## src/rtl/cpu_defs.sv

```systemverilog
// cpu_defs: CP0 register addresses, exception codes and register layouts shared by the CP0 block
package cpu_defs;

    localparam logic [7:0] CR_BADVADDR = 8'h40;
    localparam logic [7:0] CR_COUNT    = 8'h48;
    localparam logic [7:0] CR_COMPARE  = 8'h58;
    localparam logic [7:0] CR_STATUS   = 8'h60;
    localparam logic [7:0] CR_CAUSE    = 8'h68;
    localparam logic [7:0] CR_EPC      = 8'h70;

    localparam logic [4:0] EXCCODE_INT  = 5'h00;
    localparam logic [4:0] EXCCODE_MOD  = 5'h01;
    localparam logic [4:0] EXCCODE_TLBL = 5'h02;
    localparam logic [4:0] EXCCODE_TLBS = 5'h03;
    localparam logic [4:0] EXCCODE_ADEL = 5'h04;
    localparam logic [4:0] EXCCODE_ADES = 5'h05;
    localparam logic [4:0] EXCCODE_SYS  = 5'h08;
    localparam logic [4:0] EXCCODE_BP   = 5'h09;
    localparam logic [4:0] EXCCODE_RI   = 5'h0a;
    localparam logic [4:0] EXCCODE_CPU  = 5'h0b;
    localparam logic [4:0] EXCCODE_OV   = 5'h0c;

    typedef struct packed {
        logic [8:0] zero_hi;
        logic       bev;
        logic [5:0] zero_mid;
        logic [7:0] im;
        logic [5:0] zero_lo;
        logic       exl;
        logic       ie;
    } cp0_status_t;

    typedef struct packed {
        logic        bd;
        logic        ti;
        logic [13:0] zero_hi;
        logic [7:0]  ip;
        logic        zero_mid;
        logic [4:0]  exc_code;
        logic [1:0]  zero_lo;
    } cp0_cause_t;

    typedef struct packed {
        logic        ex_valid;
        logic        ex_bd;
        logic [4:0]  ex_code;
        logic [31:0] ex_badvaddr;
        logic [31:0] ex_pc;
        logic        eret;
    } ws_to_c0_bus_t;

    // Only address-related faults capture the faulting virtual address.
    function automatic logic badvaddr_code(input logic [4:0] code);
        return code inside {EXCCODE_MOD, EXCCODE_TLBL, EXCCODE_TLBS, EXCCODE_ADEL, EXCCODE_ADES};
    endfunction

endpackage

```

## src/rtl/cp0_timer.sv

```systemverilog
// cp0_timer: CP0 Count/Compare timer with clock prescaler and sticky timer-interrupt flag
module cp0_timer #(
    parameter int COUNT_DIV = 2
) (
    input  logic        clk,
    input  logic        resetn,
    input  logic        we_count,
    input  logic        we_compare,
    input  logic [31:0] wdata,
    output logic [31:0] count,
    output logic [31:0] compare,
    output logic        ti
);

    localparam int PW = COUNT_DIV > 1 ? $clog2(COUNT_DIV) : 1;

    logic [PW-1:0] pre;
    logic          tick;
    logic [31:0]   count_next;

    assign tick       = pre == PW'(COUNT_DIV - 1);
    assign count_next = we_count ? wdata : count + {31'd0, tick};

    // Prescaler, Count and Compare; TI latches on a match with the post-increment Count, a Compare write clears it.
    always_ff @(posedge clk or negedge resetn) begin
        if (!resetn) begin
            pre     <= '0;
            count   <= '0;
            compare <= '0;
            ti      <= 1'b0;
        end else begin
            pre     <= (we_count || tick) ? '0 : pre + 1'b1;
            count   <= count_next;
            if (we_compare)
                compare <= wdata;
            ti      <= we_compare ? 1'b0 : (ti | (count_next == compare));
        end
    end

endmodule

```

## src/rtl/cp0_exc_unit.sv

```systemverilog
// cp0_exc_unit: CP0 registers + exception/interrupt control; timer built only with `CP0_TIMER_EN
module cp0_exc_unit
    import cpu_defs::*;
#(
    parameter int          HW_INT_NUM   = 6,
    parameter int          COUNT_DIV    = 2,
    parameter logic [31:0] EXC_VEC_BEV  = 32'hBFC00380,
    parameter logic [31:0] EXC_VEC_NORM = 32'h80000180
) (
    input  logic                  clk,
    input  logic                  resetn,
    input  logic                  c0_we,
    input  logic [7:0]            c0_addr,
    input  logic [31:0]           c0_wdata,
    output logic [31:0]           c0_rdata,
    input  logic [HW_INT_NUM-1:0] ext_int,
    input  logic                  ex_valid,
    input  logic                  ex_bd,
    input  logic [4:0]            ex_code,
    input  logic [31:0]           ex_badvaddr,
    input  logic [31:0]           ex_pc,
    input  logic                  eret,
    output logic                  flush,
    output logic [31:0]           flush_target,
    output logic                  int_pending,
    output logic                  status_exl
);

    if (HW_INT_NUM < 1 || HW_INT_NUM > 6 || COUNT_DIV < 1) begin : g_param_check
        $error("cp0_exc_unit: HW_INT_NUM must be 1..6 and COUNT_DIV >= 1");
    end

    ws_to_c0_bus_t ws;
    cp0_status_t   status;
    cp0_cause_t    cause;
    logic [7:0]    st_im;
    logic          st_exl;
    logic          st_ie;
    logic [1:0]    ip_sw;
    logic [5:0]    hw_ip;
    logic          bd;
    logic [4:0]    exc_code;
    logic [31:0]   epc;
    logic [31:0]   badvaddr;
    logic [31:0]   count;
    logic [31:0]   compare;
    logic          ti;

    assign ws = '{ex_valid, ex_bd, ex_code, ex_badvaddr, ex_pc, eret};

`ifdef CP0_TIMER_EN
    logic mtc0;
    assign mtc0 = c0_we & ~ex_valid & ~eret;
    cp0_timer #(.COUNT_DIV(COUNT_DIV)) u_timer (
        .clk        (clk),
        .resetn     (resetn),
        .we_count   (mtc0 && c0_addr == CR_COUNT),
        .we_compare (mtc0 && c0_addr == CR_COMPARE),
        .wdata      (c0_wdata),
        .count      (count),
        .compare    (compare),
        .ti         (ti)
    );
`else
    assign count   = '0;
    assign compare = '0;
    assign ti      = 1'b0;
`endif

    // Register state: exception commit beats ERET beats MTC0; IP[7:2] follows the interrupt lines one cycle late.
    always_ff @(posedge clk or negedge resetn) begin
        if (!resetn) begin
            st_im    <= '0;
            st_exl   <= 1'b0;
            st_ie    <= 1'b0;
            ip_sw    <= '0;
            hw_ip    <= '0;
            bd       <= 1'b0;
            exc_code <= '0;
            epc      <= '0;
            badvaddr <= '0;
        end else begin
            hw_ip <= 6'(ext_int);
            if (ws.ex_valid) begin
                if (!st_exl) begin
                    epc <= ws.ex_bd ? ws.ex_pc - 32'd4 : ws.ex_pc;
                    bd  <= ws.ex_bd;
                end
                st_exl   <= 1'b1;
                exc_code <= ws.ex_code;
                if (badvaddr_code(ws.ex_code))
                    badvaddr <= ws.ex_badvaddr;
            end else if (ws.eret) begin
                st_exl <= 1'b0;
            end else if (c0_we) begin
                if (c0_addr == CR_STATUS) begin
                    st_im  <= c0_wdata[15:8];
                    st_exl <= c0_wdata[1];
                    st_ie  <= c0_wdata[0];
                end
                if (c0_addr == CR_CAUSE)
                    ip_sw <= c0_wdata[9:8];
                if (c0_addr == CR_EPC)
                    epc <= c0_wdata;
            end
        end
    end

    assign status = '{zero_hi: '0, bev: 1'b1, zero_mid: '0, im: st_im, zero_lo: '0, exl: st_exl, ie: st_ie};
    assign cause  = '{bd: bd, ti: ti, zero_hi: '0, ip: {hw_ip[5] | ti, hw_ip[4:0], ip_sw},
                      zero_mid: 1'b0, exc_code: exc_code, zero_lo: '0};

    // MFC0 read mux over current register state; unmapped addresses read zero.
    always_comb begin
        case (c0_addr)
            CR_BADVADDR: c0_rdata = badvaddr;
            CR_COUNT:    c0_rdata = count;
            CR_COMPARE:  c0_rdata = compare;
            CR_STATUS:   c0_rdata = status;
            CR_CAUSE:    c0_rdata = cause;
            CR_EPC:      c0_rdata = epc;
            default:     c0_rdata = '0;
        endcase
    end

    assign flush        = ex_valid | eret;
    assign flush_target = ex_valid ? (status.bev ? EXC_VEC_BEV : EXC_VEC_NORM) : epc;
    assign int_pending  = st_ie & ~st_exl & |(cause.ip & st_im);
    assign status_exl   = st_exl;

endmodule

```

## config.mk

```make
export PLATFORM = sky130hd
export DESIGN_NAME = cp0_exc_unit
export DESIGN_NICKNAME = d
export VERILOG_FILES = /design/src/rtl/cpu_defs.sv /design/src/rtl/cp0_timer.sv /design/src/rtl/cp0_exc_unit.sv
export SDC_FILE = /design/constraint.sdc
export NUM_CORES = 1
export LEC_CHECK = 0
export ABC_CLOCK_PERIOD_IN_PS = 3300
export CORE_ASPECT_RATIO = 0.9
export CORE_UTILIZATION = 45
export DETAILED_ROUTE_END_ITERATION = 16
export MAX_ROUTING_LAYER = met4
export PLACE_DENSITY_LB_ADDON = 0.08
export RECOVER_POWER = 50
export SYNTH_ARGS = -nofsm -noshare
export SYNTH_HDL_FRONTEND = slang
export SYNTH_SLANG_ARGS = --single-unit
```

## constraint.sdc

```tcl
create_clock -name clk -period 3.3 [get_ports clk]
set_input_delay 0.66 -clock clk [delete_from_list [all_inputs] [get_ports clk]]
set_output_delay 0.66 -clock clk [all_outputs]
set_load 0.03 [all_outputs]
```

After elaboration in Yosys (flattened, before gate mapping)
Cells that the tools add are included.
{"block": "word_totals", "register_bits": 88, "input_bits": 121, "output_inout_bits": 67, "elab_cells": 52}
{"block": "op_classes", "addsub": 1, "muxes": 12, "bitwise": 7, "reduce_logical": 12, "eq_ne": 11}
{"cell": "two-way mux 32 bit", "count": 7}
{"cell": "case mux 32 bit (4 select lines)", "count": 1}
{"cell": "equality test 8 x 7 -> 1 bit, second input constant", "count": 4}
{"cell": "subtractor 32 x 3 -> 32 bit, second input constant", "count": 1}
{"cell": "AND reduction 4 bit", "count": 3}
{"cell": "equality test 5 x 2 -> 1 bit, second input constant", "count": 2}
{"cell": "equality test 5 x 3 -> 1 bit, second input constant", "count": 2}
{"cell": "bitwise AND 8 bit", "count": 1}
{"cell": "OR reduction 8 bit", "count": 1}
{"cell": "AND reduction 2 bit", "count": 3}
{"cell": "nonzero test 3 bit", "count": 2}
{"cell": "equality test 5 x 1 -> 1 bit, second input constant", "count": 1}
{"cell": "nonzero test 5 bit", "count": 1}
{"cell": "two-way mux 1 bit", "count": 4}
{"cell": "!= test 2 bit, second input constant", "count": 2}
{"cell": "nonzero test 2 bit", "count": 2}
{"cell": "NOT 1 bit", "count": 3}
{"cell": "bitwise AND 1 bit", "count": 2}
{"cell": "OR 1 bit", "count": 1}

Depth between registers and ports, before layout
Gate-level depths: netlist of run 1.
{"block": "logic_depth", "ltp_word": 5, "mapped_depth": 8, "depth_no_buf": 7}

Worst setup path before layout of run 1
No wires, ideal clock.
{"block": "synth_timing", "kind": "input to output", "from": "in c0_addr[1]", "to": "out c0_rdata[16]", "arrival_time_ns": 2.416, "required_time_ns": 2.640, "path_stages": 6, "setup_slack_ns": 0.224, "n_path_buf": 2, "path_cell_list": "nor4b_1 or3b_2 nor3_1 buf_2 buf_4 a22o_1"}
{"block": "synth_via", "elab_chain_len": 2, "word_cells_on_any_way": 5, "cone_classes": "eq/ne (4); mux (1)"}
{"element": "start, declared", "line_no": "cp0_exc_unit.sv:13", "rtl": "input logic [7:0] c0_addr,"}
{"element": "equality test 8 x 7 -> 1 bit", "line_no": "cp0_exc_unit.sv:115", "rtl": "case (c0_addr)"}
{"element": "case mux 32 bit (4 select lines) (*)", "line_no": "cp0_exc_unit.sv:115"}
{"element": "end, declared", "line_no": "cp0_exc_unit.sv:15", "rtl": "output logic [31:0] c0_rdata,"}
Every way passes the cells marked *; elsewhere a longest branch is shown, timed or not.

Worst setup path in the final report of run 1
{"block": "layout_timing", "from": "in c0_addr[7]", "to": "out c0_rdata[21]"}
Same word-level chain as after synthesis.

==> results of run 1 <==
[logic make-up (layout without fill, tap and decap cells)]
kind of cell	count (synthesis)	in the layout
adder cells (fa/ha/maj)	1	1
AND/OR/NAND/NOR	172	172
flip-flops	88	88
multiplexers	67	67
AO/OA/AOI/OAI	106	106
XOR/XNOR	21	21
buffers and inverters	45	242
[per-stage QoR]
| stage | hold slack [ns] | power (W) | cell area (um^2) | util | setup TNS [ns] |
|---|---|---|---|---|---|
| 2_1_floorplan | 0.364 | 0.00175 | 5070 | - | 0 |
| 6_report | 0.508 | 0.00316 | 7590 | 0.697 | 0 |
| 3_3_place_gp | 0.488 | 0.00216 | 7150 | 0.656 | -0.506 |
| 3_5_place_dp | 0.499 | 0.00218 | 7150 | 0.656 | -3.18 |
| 5_1_grt | 0.529 | 0.00329 | 7590 | 0.697 | 0 |
| 4_1_cts | 0.308 | 0.00317 | 7630 | 0.700 | 0 |
[repair_timing]
| action | in CTS | in global routing |
|---|---|---|
| buffers inserted | 3 | 0 |
| setup endpoints to repair | 29 | 0 |
| resized for setup | 30 | 0 |
[state kept, by name (all words and copies together) (netlist names)]
register	count
epc	32
st_im	8
status_exl	1
exc_code	5
bd	1
st_ie	1
badvaddr	32
ip_sw	2
hw_ip	6
[metal layers]
layer | global-route usage | part of all wire | up-vias
met1 | 0.404 | 0.46 | 2248
met4 | 0.0909 | 0.015 | 0
met2 | 0.433 | 0.46 | 218
li1 | - | - | 2212
met5 | - | 0 | -
met3 | 0.0506 | 0.073 | 24
[worst min path at each step]
stage / slack [ns] / depth (start not counted) / to
floorplan: 0.36 / 0 / badvaddr[0]
global placement: 0.49 / 1 / badvaddr[8]
detailed placement: 0.50 / 1 / badvaddr[17]
CTS: 0.31 / 1 / badvaddr[10]
global route: 0.53 / 1 / badvaddr[12]
finish: 0.51 / 2 / epc[10]
[power by group through the flow]
stage               Sequential (W)  Combinational [W]  Clock [W]
detailed placement         0.00142           0.000762          0
CTS                        0.00140           0.000770    0.00100
floorplan                  0.00135           0.000404          0
global placement           0.00142           0.000745          0
global route               0.00142           0.000823    0.00104
finish                     0.00141           0.000762   0.000988
[layout make-up]
class	count	area, um^2
fillers	878	3310
multi-input cells	367	2740
flip-flops and latches	88	2200
repair buffers	214	2140
clock buffers	9	225
well taps	152	190
clock inverters	7	60.1
inverters	12	45.0
[worst max-delay path: stages]
cell and delay, ns:
dlygate4sd2_1 0.26, nor4b_4 0.30, or3b_4 0.43, nor3_4 0.23, buf_12 0.15, buf_12 0.10
buf_16 0.13, a22o_1 0.16, buf_6 0.14
[cells in the final DEF, fill, tap and decap left out, types with 12 or more instances in the layout]
cell and count:
a21oi_1 16, a22o_1 26, buf_4 26, buf_6 20, clkdlybuf4s50_1 142, dfrtp_1 88, inv_1 12, mux2_2 50
mux2i_1 17, nand2_1 34, nand3_1 13, nor2_1 25, nor2b_1 22, nor3b_1 15, o21ai_0 29, or2_2 16
xnor2_1 12
==> metrics.log, run 1 <==
[metrics] Die Wd: 114 um
[metrics] Cell Rows: 36
[metrics] initial antenna violation count: 0
[metrics] number of violations of the max-capacitance limit: 1
[metrics] total power divided by cell area: ~420 nW/um^2
[metrics] Hold Violations, Final: 0
[metrics] P_leak: 3.17 nW
[metrics] type of destination of the critical path: output port
[metrics] Clk pin slew, worst setup/hold paths: roughly 0.070 ns
[metrics] Period minus WS final: between 3 and 4 ns
[metrics] clock tree buffer depth: 2
[metrics] worst setup path start: c0_addr[7]
[metrics] detailed-route via count: 4702
[metrics] cell with the most instances after synthesis: dfrtp_1
[metrics] number of nets still failing antenna checks after routing: 0
[metrics] area share of fa/ha/maj cells after synthesis: 0.00247
[metrics] initial core utilization: 0.465
[metrics] register area share after synthesis: 0.434
[metrics] tightest slew margin relative to the limit: -0.516
[metrics] run status: complete, but fails checks
[metrics] max-slew violation count: 43
[metrics] # DRC: 0
[metrics] cell count after synthesis: 500
[metrics] via count of the first global-routing pass: 4576
[metrics] type of the tightest min-delay check: flip-flop to flip-flop
[metrics] Tot GR Track Use: 0.290
[metrics] critical setup path kind: input pin to output port
[metrics] nets@finish: between 800 and 900
[metrics] endpoint of the lowest-slack register-to-register path: epc[29]
[metrics] CP Max Fanout: 14
[metrics] Comb pwr share: 0.241
[metrics] final worst-path setup slack: 0.0767 ns
[metrics] category of the worst setup path launch point: input pin
[metrics] switching share of power: 0.307
[metrics] Primary FF master, synth: dfrtp_1
[metrics] largest net degree at the start of global routing: 63
[metrics] estimated wirelength of the detail-placed design: approximately 12000 um
[metrics] reg2reg path depth: 6
[metrics] Post-Synth Simple-Gate Area: 0.203
[metrics] most frequent cells after synthesis: 88 x dfrtp_1, 50 x mux2_2, 34 x nand2_1
[metrics] share of post-route cells with drive strength above 1: 0.222
[metrics] proportion of power drawn by the clock network: 0.313
[metrics] RSZ-0062 raised after global routing: false
[metrics] flops & latches, synth: approximately 90
[metrics] Detailed Route Iter0 Violations: ~350
[metrics] vias per cell: 5.54
[metrics] WL/cell: around 19 um
[metrics] Synth Area in Compound Gates: 0.144
[metrics] global-route wire length before repair: approximately 25000 um
[metrics] cell type with the largest total area after synthesis: dfrtp_1
[metrics] sequential cell fraction of total power: 0.445
[metrics] internal power: between 0.002 and 0.0025 W
[metrics] area grow syn2layout: 49.7%
[metrics] largest cells by area after synthesis: dfrtp_1 43%, mux2_2 11%, a22o_1 4.5%
[metrics] dpl cells: about 830
[metrics] crit share post-route: 0.977
[metrics] Root Driver: clkbuf_16
[metrics] violated checks: max-capacitance violations, max-slew violations
[metrics] Worst Hold Launch: epc[10]
[metrics] number of top-level design ports: ~190
[metrics] overall overflow remaining after global route: 0
[metrics] Inserted Clock Buffers: 9
[metrics] WL final: around 16000 um
[metrics] VDD IR-drop max: around 240 uV
[metrics] number of different library cells in the post-synthesis netlist: 56
[metrics] area of the mapped netlist: around 5000 um^2
[metrics] number of flops mapped to enable cells by yosys: 0
[metrics] Die ar.: around 12000 um^2
[metrics] H-Tree Level Count: 3
[metrics] CTS tree: built
[metrics] number of warnings reported in the yosys synthesis log: 0
[metrics] Non-Filler Instances: 849
[metrics] share of the synthesized area in the top cell type: 0.434
[metrics] Mapped Avg Cell Area: a little over 10 um^2
[metrics] highest clock frequency the design can meet: ~310 MHz
[metrics] post-synthesis net count: 622
[metrics] CP Data Required Time: between 2 and 3 ns
[metrics] number of buffers added to fix hold violations after cts: 0
[metrics] NetSw: about 0.00097 W
[metrics] Final Setup Violations: 0
[metrics] clock latency on the worst-skew pair: about 0.35 ns
[metrics] critical register-to-register path startpoint: status_exl
[metrics] clock tree skew after final layout: 0.00866 ns
[metrics] Setup crit end: c0_rdata[21]
[metrics] number of clock sinks: 88
[metrics] post-synthesis share of cell area spent on xor and xnor gates: 0.0363
[metrics] total of buffers placed on input and output ports: about 190
[metrics] combinational family with the most area after synthesis: simple AND/OR/NAND/NOR gates
[metrics] setup slack after placement: -0.154 ns
[metrics] antenna cells: 0
[metrics] router iterations before antenna repair: 7
[metrics] Placeable Area: approximately 11000 um^2
[metrics] multiplexer fraction of the synthesized cell area: 0.145
[metrics] chip height: roughly 100 um
[metrics] share of flip-flops with an asynchronous set or reset after synthesis: 1.00
[metrics] slew of the pin with the lowest slew margin: roughly 2.3 ns
[metrics] worst setup slack for register-to-register paths: 1.78 ns
[metrics] routability congestion estimate from global placement: 0.924
[metrics] signal arrival time at the worst endpoint: ~2.6 ns
Power figures use the tool's default switching activity.
==> run 2, diff against run 1 <==
- SETUP_SLACK_MARGIN: not set -> 0.2
==> run 2 against run 1 <==
  * Setup slack better by 0.19 ns
  * Largest power group unchanged
  * Fmax is 6.3% higher
  * Register-to-register slack hardly changed
  * Clock power hardly changed
  * Critical path type unchanged
  * Critical path depth stayed put
  * Non-clock buffer count is 5 higher
  * The flow still finishes with violations (max-capacitance violations, max-slew violations)
  * Wire length is 1.9% higher
  * Final area is 0.96% higher
==> metrics.log, run 2 (same netlist as run 1, synthesis figures left out) <==
[metrics] critical path buffer and inverter count: 6 (+1)
[metrics] Root Driver: clkbuf_16
[metrics] Non-Filler Instances: 854 (+0.59%)
[metrics] Hold Violations, Final: 0 (unchanged)
[metrics] detailed-route via count: 4732 (+0.64%)
[metrics] CP Max Fanout: 10 (-4)
[metrics] critical setup path kind: input pin to output port
[metrics] cell family with the largest share of critical-path delay: buffers and inverters
[metrics] nets@finish: 819 (+0.61%)
[metrics] Detailed Route Iter0 Violations: 367 (+5.2%)
[metrics] crit path max-delay cell type: clkbuf_1
[metrics] highest clock frequency the design can meet: 330 MHz (+6.3%)
[metrics] worst setup path start: c0_addr[6]
[metrics] critical register-to-register path startpoint: status_exl
[metrics] antenna cells: 0 (unchanged)
[metrics] initial core utilization: 0.465 (unchanged)
[metrics] WL/cell: 19.0 um (+1.3%)
[metrics] Placeable Area: 10900 um^2 (unchanged)
[metrics] Inserted Clock Buffers: 9 (unchanged)
[metrics] violated checks: max-capacitance violations, max-slew violations
[metrics] reg2reg path depth: 6 (unchanged)
[metrics] setup slack after placement: -0.154 ns (unchanged)
[metrics] type of destination of the critical path: output port
[metrics] chip height: 103 um (unchanged)
[metrics] Setup crit end: c0_rdata[15]
[metrics] clock tree buffer depth: 2 (unchanged)
[metrics] Period minus WS final: 3.03 ns (-0.190 ns)
[metrics] largest net degree at the start of global routing: 63 (unchanged)
[metrics] clock latency on the worst-skew pair: 0.35 ns (about the same)
[metrics] Clk pin slew, worst setup/hold paths: 0.07 ns (about the same)
[metrics] worst path cell trace: dlygate4sd2_1, nor4b_4, buf_4, buf_4, buf_4, and3b_1, clkbuf_1, a22o_1, buf_4
[metrics] overall overflow remaining after global route: 0 (unchanged)
[metrics] delay of the slowest cell on the worst path: 0.38 ns (-0.05 ns)
[metrics] share of the core filled with cells: 0.703 (+0.00666)
[metrics] share of post-route cells with drive strength above 1: 0.238 (+0.0155)
[metrics] CP Data Required Time: 2.64 ns (about the same)
[metrics] category of the worst setup path launch point: input pin
[metrics] Final Instance Area: 7670 um^2 (+0.96%)
[metrics] max-slew violation count: 42 (-2.3%)
[metrics] most frequent cell on the critical path: buf_4
[metrics] # DRC: 0 (unchanged)
[metrics] most frequent cells in the layout: 139 x clkdlybuf4s50_1, 88 x dfrtp_1, 50 x mux2_2
[metrics] logic depth of the worst path, buffers included: 9 (unchanged)
[metrics] crit share post-route: 0.919 (-0.0577)
[metrics] endpoint of the lowest-slack register-to-register path: epc[29]
[metrics] number of clock sinks: 88 (unchanged)
[metrics] dpl cells: 828 (unchanged)
[metrics] Tot GR Track Use: 0.292 (+0.00146)
[metrics] initial antenna violation count: 0 (unchanged)
[metrics] number of nets still failing antenna checks after routing: 0 (unchanged)
[metrics] number of violations of the max-capacitance limit: 1 (unchanged)
[metrics] clock tree skew after final layout: 0.00899 ns (+0.000329 ns)
[metrics] area grow syn2layout: 51.1%
[metrics] type of the tightest min-delay check: flip-flop to flip-flop
[metrics] tightest slew margin relative to the limit: -0.567 (-0.0504)
[metrics] slew of the pin with the lowest slew margin: 2.35 ns (+0.0756 ns)
[metrics] total power divided by cell area: 412 nW/um^2 (-0.89%)
[metrics] global-route wire length before repair: 24800 um (+0.47%)
[metrics] router iterations before antenna repair: 5 (-2)
[metrics] H-Tree Level Count: 3 (unchanged)
[metrics] number of top-level design ports: 188 (unchanged)
[metrics] Die ar.: 11700 um^2 (unchanged)
[metrics] worst setup slack for register-to-register paths: 1.77 ns (about the same)
[metrics] Cell Rows: 36 (unchanged)
[metrics] RSZ-0062 raised after global routing: false
[metrics] signal arrival time at the worst endpoint: 2.37 ns (-0.19 ns)
[metrics] WL final: 16200 um (+1.9%)
[metrics] most common library cell in the layout ignoring fill and taps: clkdlybuf4s50_1
[metrics] VDD IR-drop max: 237 uV (about the same)
[metrics] estimated wirelength of the detail-placed design: 12000 um (unchanged)
[metrics] vias per cell: 5.54 (about the same)
[metrics] Final Setup Violations: 0 (unchanged)
[metrics] registers with the most flip-flops: badvaddr: 32 flops, epc: 32 flops, st_im: 8 flops
[metrics] run status: complete, but fails checks
[metrics] total of buffers placed on input and output ports: 187 (unchanged)
[metrics] P_leak: 3.23 nW (+1.9%)
[metrics] fill cell count: 867 (-1.3%)
[metrics] CTS tree: built
[metrics] Die Wd: 114 um (unchanged)
[metrics] routability congestion estimate from global placement: 0.924 (unchanged)
[metrics] placed inst area: 7150 um^2 (unchanged)
[metrics] final worst-path setup slack: 0.267 ns (+0.190 ns)
[metrics] via count of the first global-routing pass: 4581 (+0.11%)
## run 2: cell count changes in the layout (fill, tap and decap cells not counted), moves of 2 or more
| cell | before | now |
|---|---|---|
| buf_2 | 1 | 3 |
| and2_4 | 0 | 2 |
| dlymetal6s2s_1 | 0 | 2 |
| clkdlybuf4s50_1 | 142 | 139 |
| dlygate4sd2_1 | 4 | 2 |
| buf_6 | 20 | 12 |
| buf_4 | 26 | 37 |
| and2_1 | 2 | 0 |
## run 2: per-stage QoR
stage | total power (W) | TNS (ns) | hold slack (ns)
3_5_place_dp | 0.00218 | -3.18 | 0.499
2_1_floorplan | 0.00175 | 0 | 0.364
5_1_grt | 0.00329 | 0 | 0.529
3_3_place_gp | 0.00216 | -0.506 | 0.488
4_1_cts | 0.00317 | 0 | 0.308
6_report | 0.00316 | 0 | 0.508
## run 2: worst min path at each step
stage / slack [ns] / start / end / cells after the start
final: 0.51 / epc[10] / epc[10] / 2
after global routing: 0.53 / badvaddr[12] / badvaddr[12] / 1
after CTS: 0.31 / resetn / badvaddr[10] / 1
after detailed placement: 0.50 / badvaddr[17] / badvaddr[17] / 1
after global placement: 0.49 / badvaddr[8] / badvaddr[8] / 1
after floorplan: 0.36 / resetn / badvaddr[0] / 0
## run 2: report_power, final
part           internal, W  switching (W)
Sequential         0.00126       0.000150
Clock             0.000526       0.000460
Combinational     0.000407       0.000359
Total              0.00219       0.000969
## run 2: what timing repair did
| action | CTS | global route |
|---|---|---|
| setup endpoints to repair | 32 | 29 |
| hold buffers | 0 | 0 |
| setup buffers | 4 | 2 |
| gates resized for setup | 34 | 7 |
| endpoints found under the hold margin | 0 | 0 |
| pin swaps | 6 | 3 |
| cloned | 3 | 1 |
## run 2: layer usage
layer  part of all wire  GRT usage
met5                  0          -
met4              0.017     0.0959
met3              0.062     0.0470
met2               0.45      0.431
met1               0.47      0.409
## run 2: cell type report
cell class / count / area (um^2) / area share
Clock buffer: 9 / 225 / 0.0294
Timing Repair Buffer: 219 / 2200 / 0.287
Inverter: 12 / 45.0 / 0.00587
Multi-Input combinational cell: 367 / 2750 / 0.358
Tap cell: 152 / 190 / 0.0248
Clock inverter: 7 / 60.1 / 0.00783
Sequential cell: 88 / 2200 / 0.287
## run 2: worst reg2reg max path, delay by kind of cell, from the launching register on
family	cells	cell delay (ns)
flops	1	0.38
compound gates	3	0.50
simple gates	1	0.11
buf+inv	2	0.40
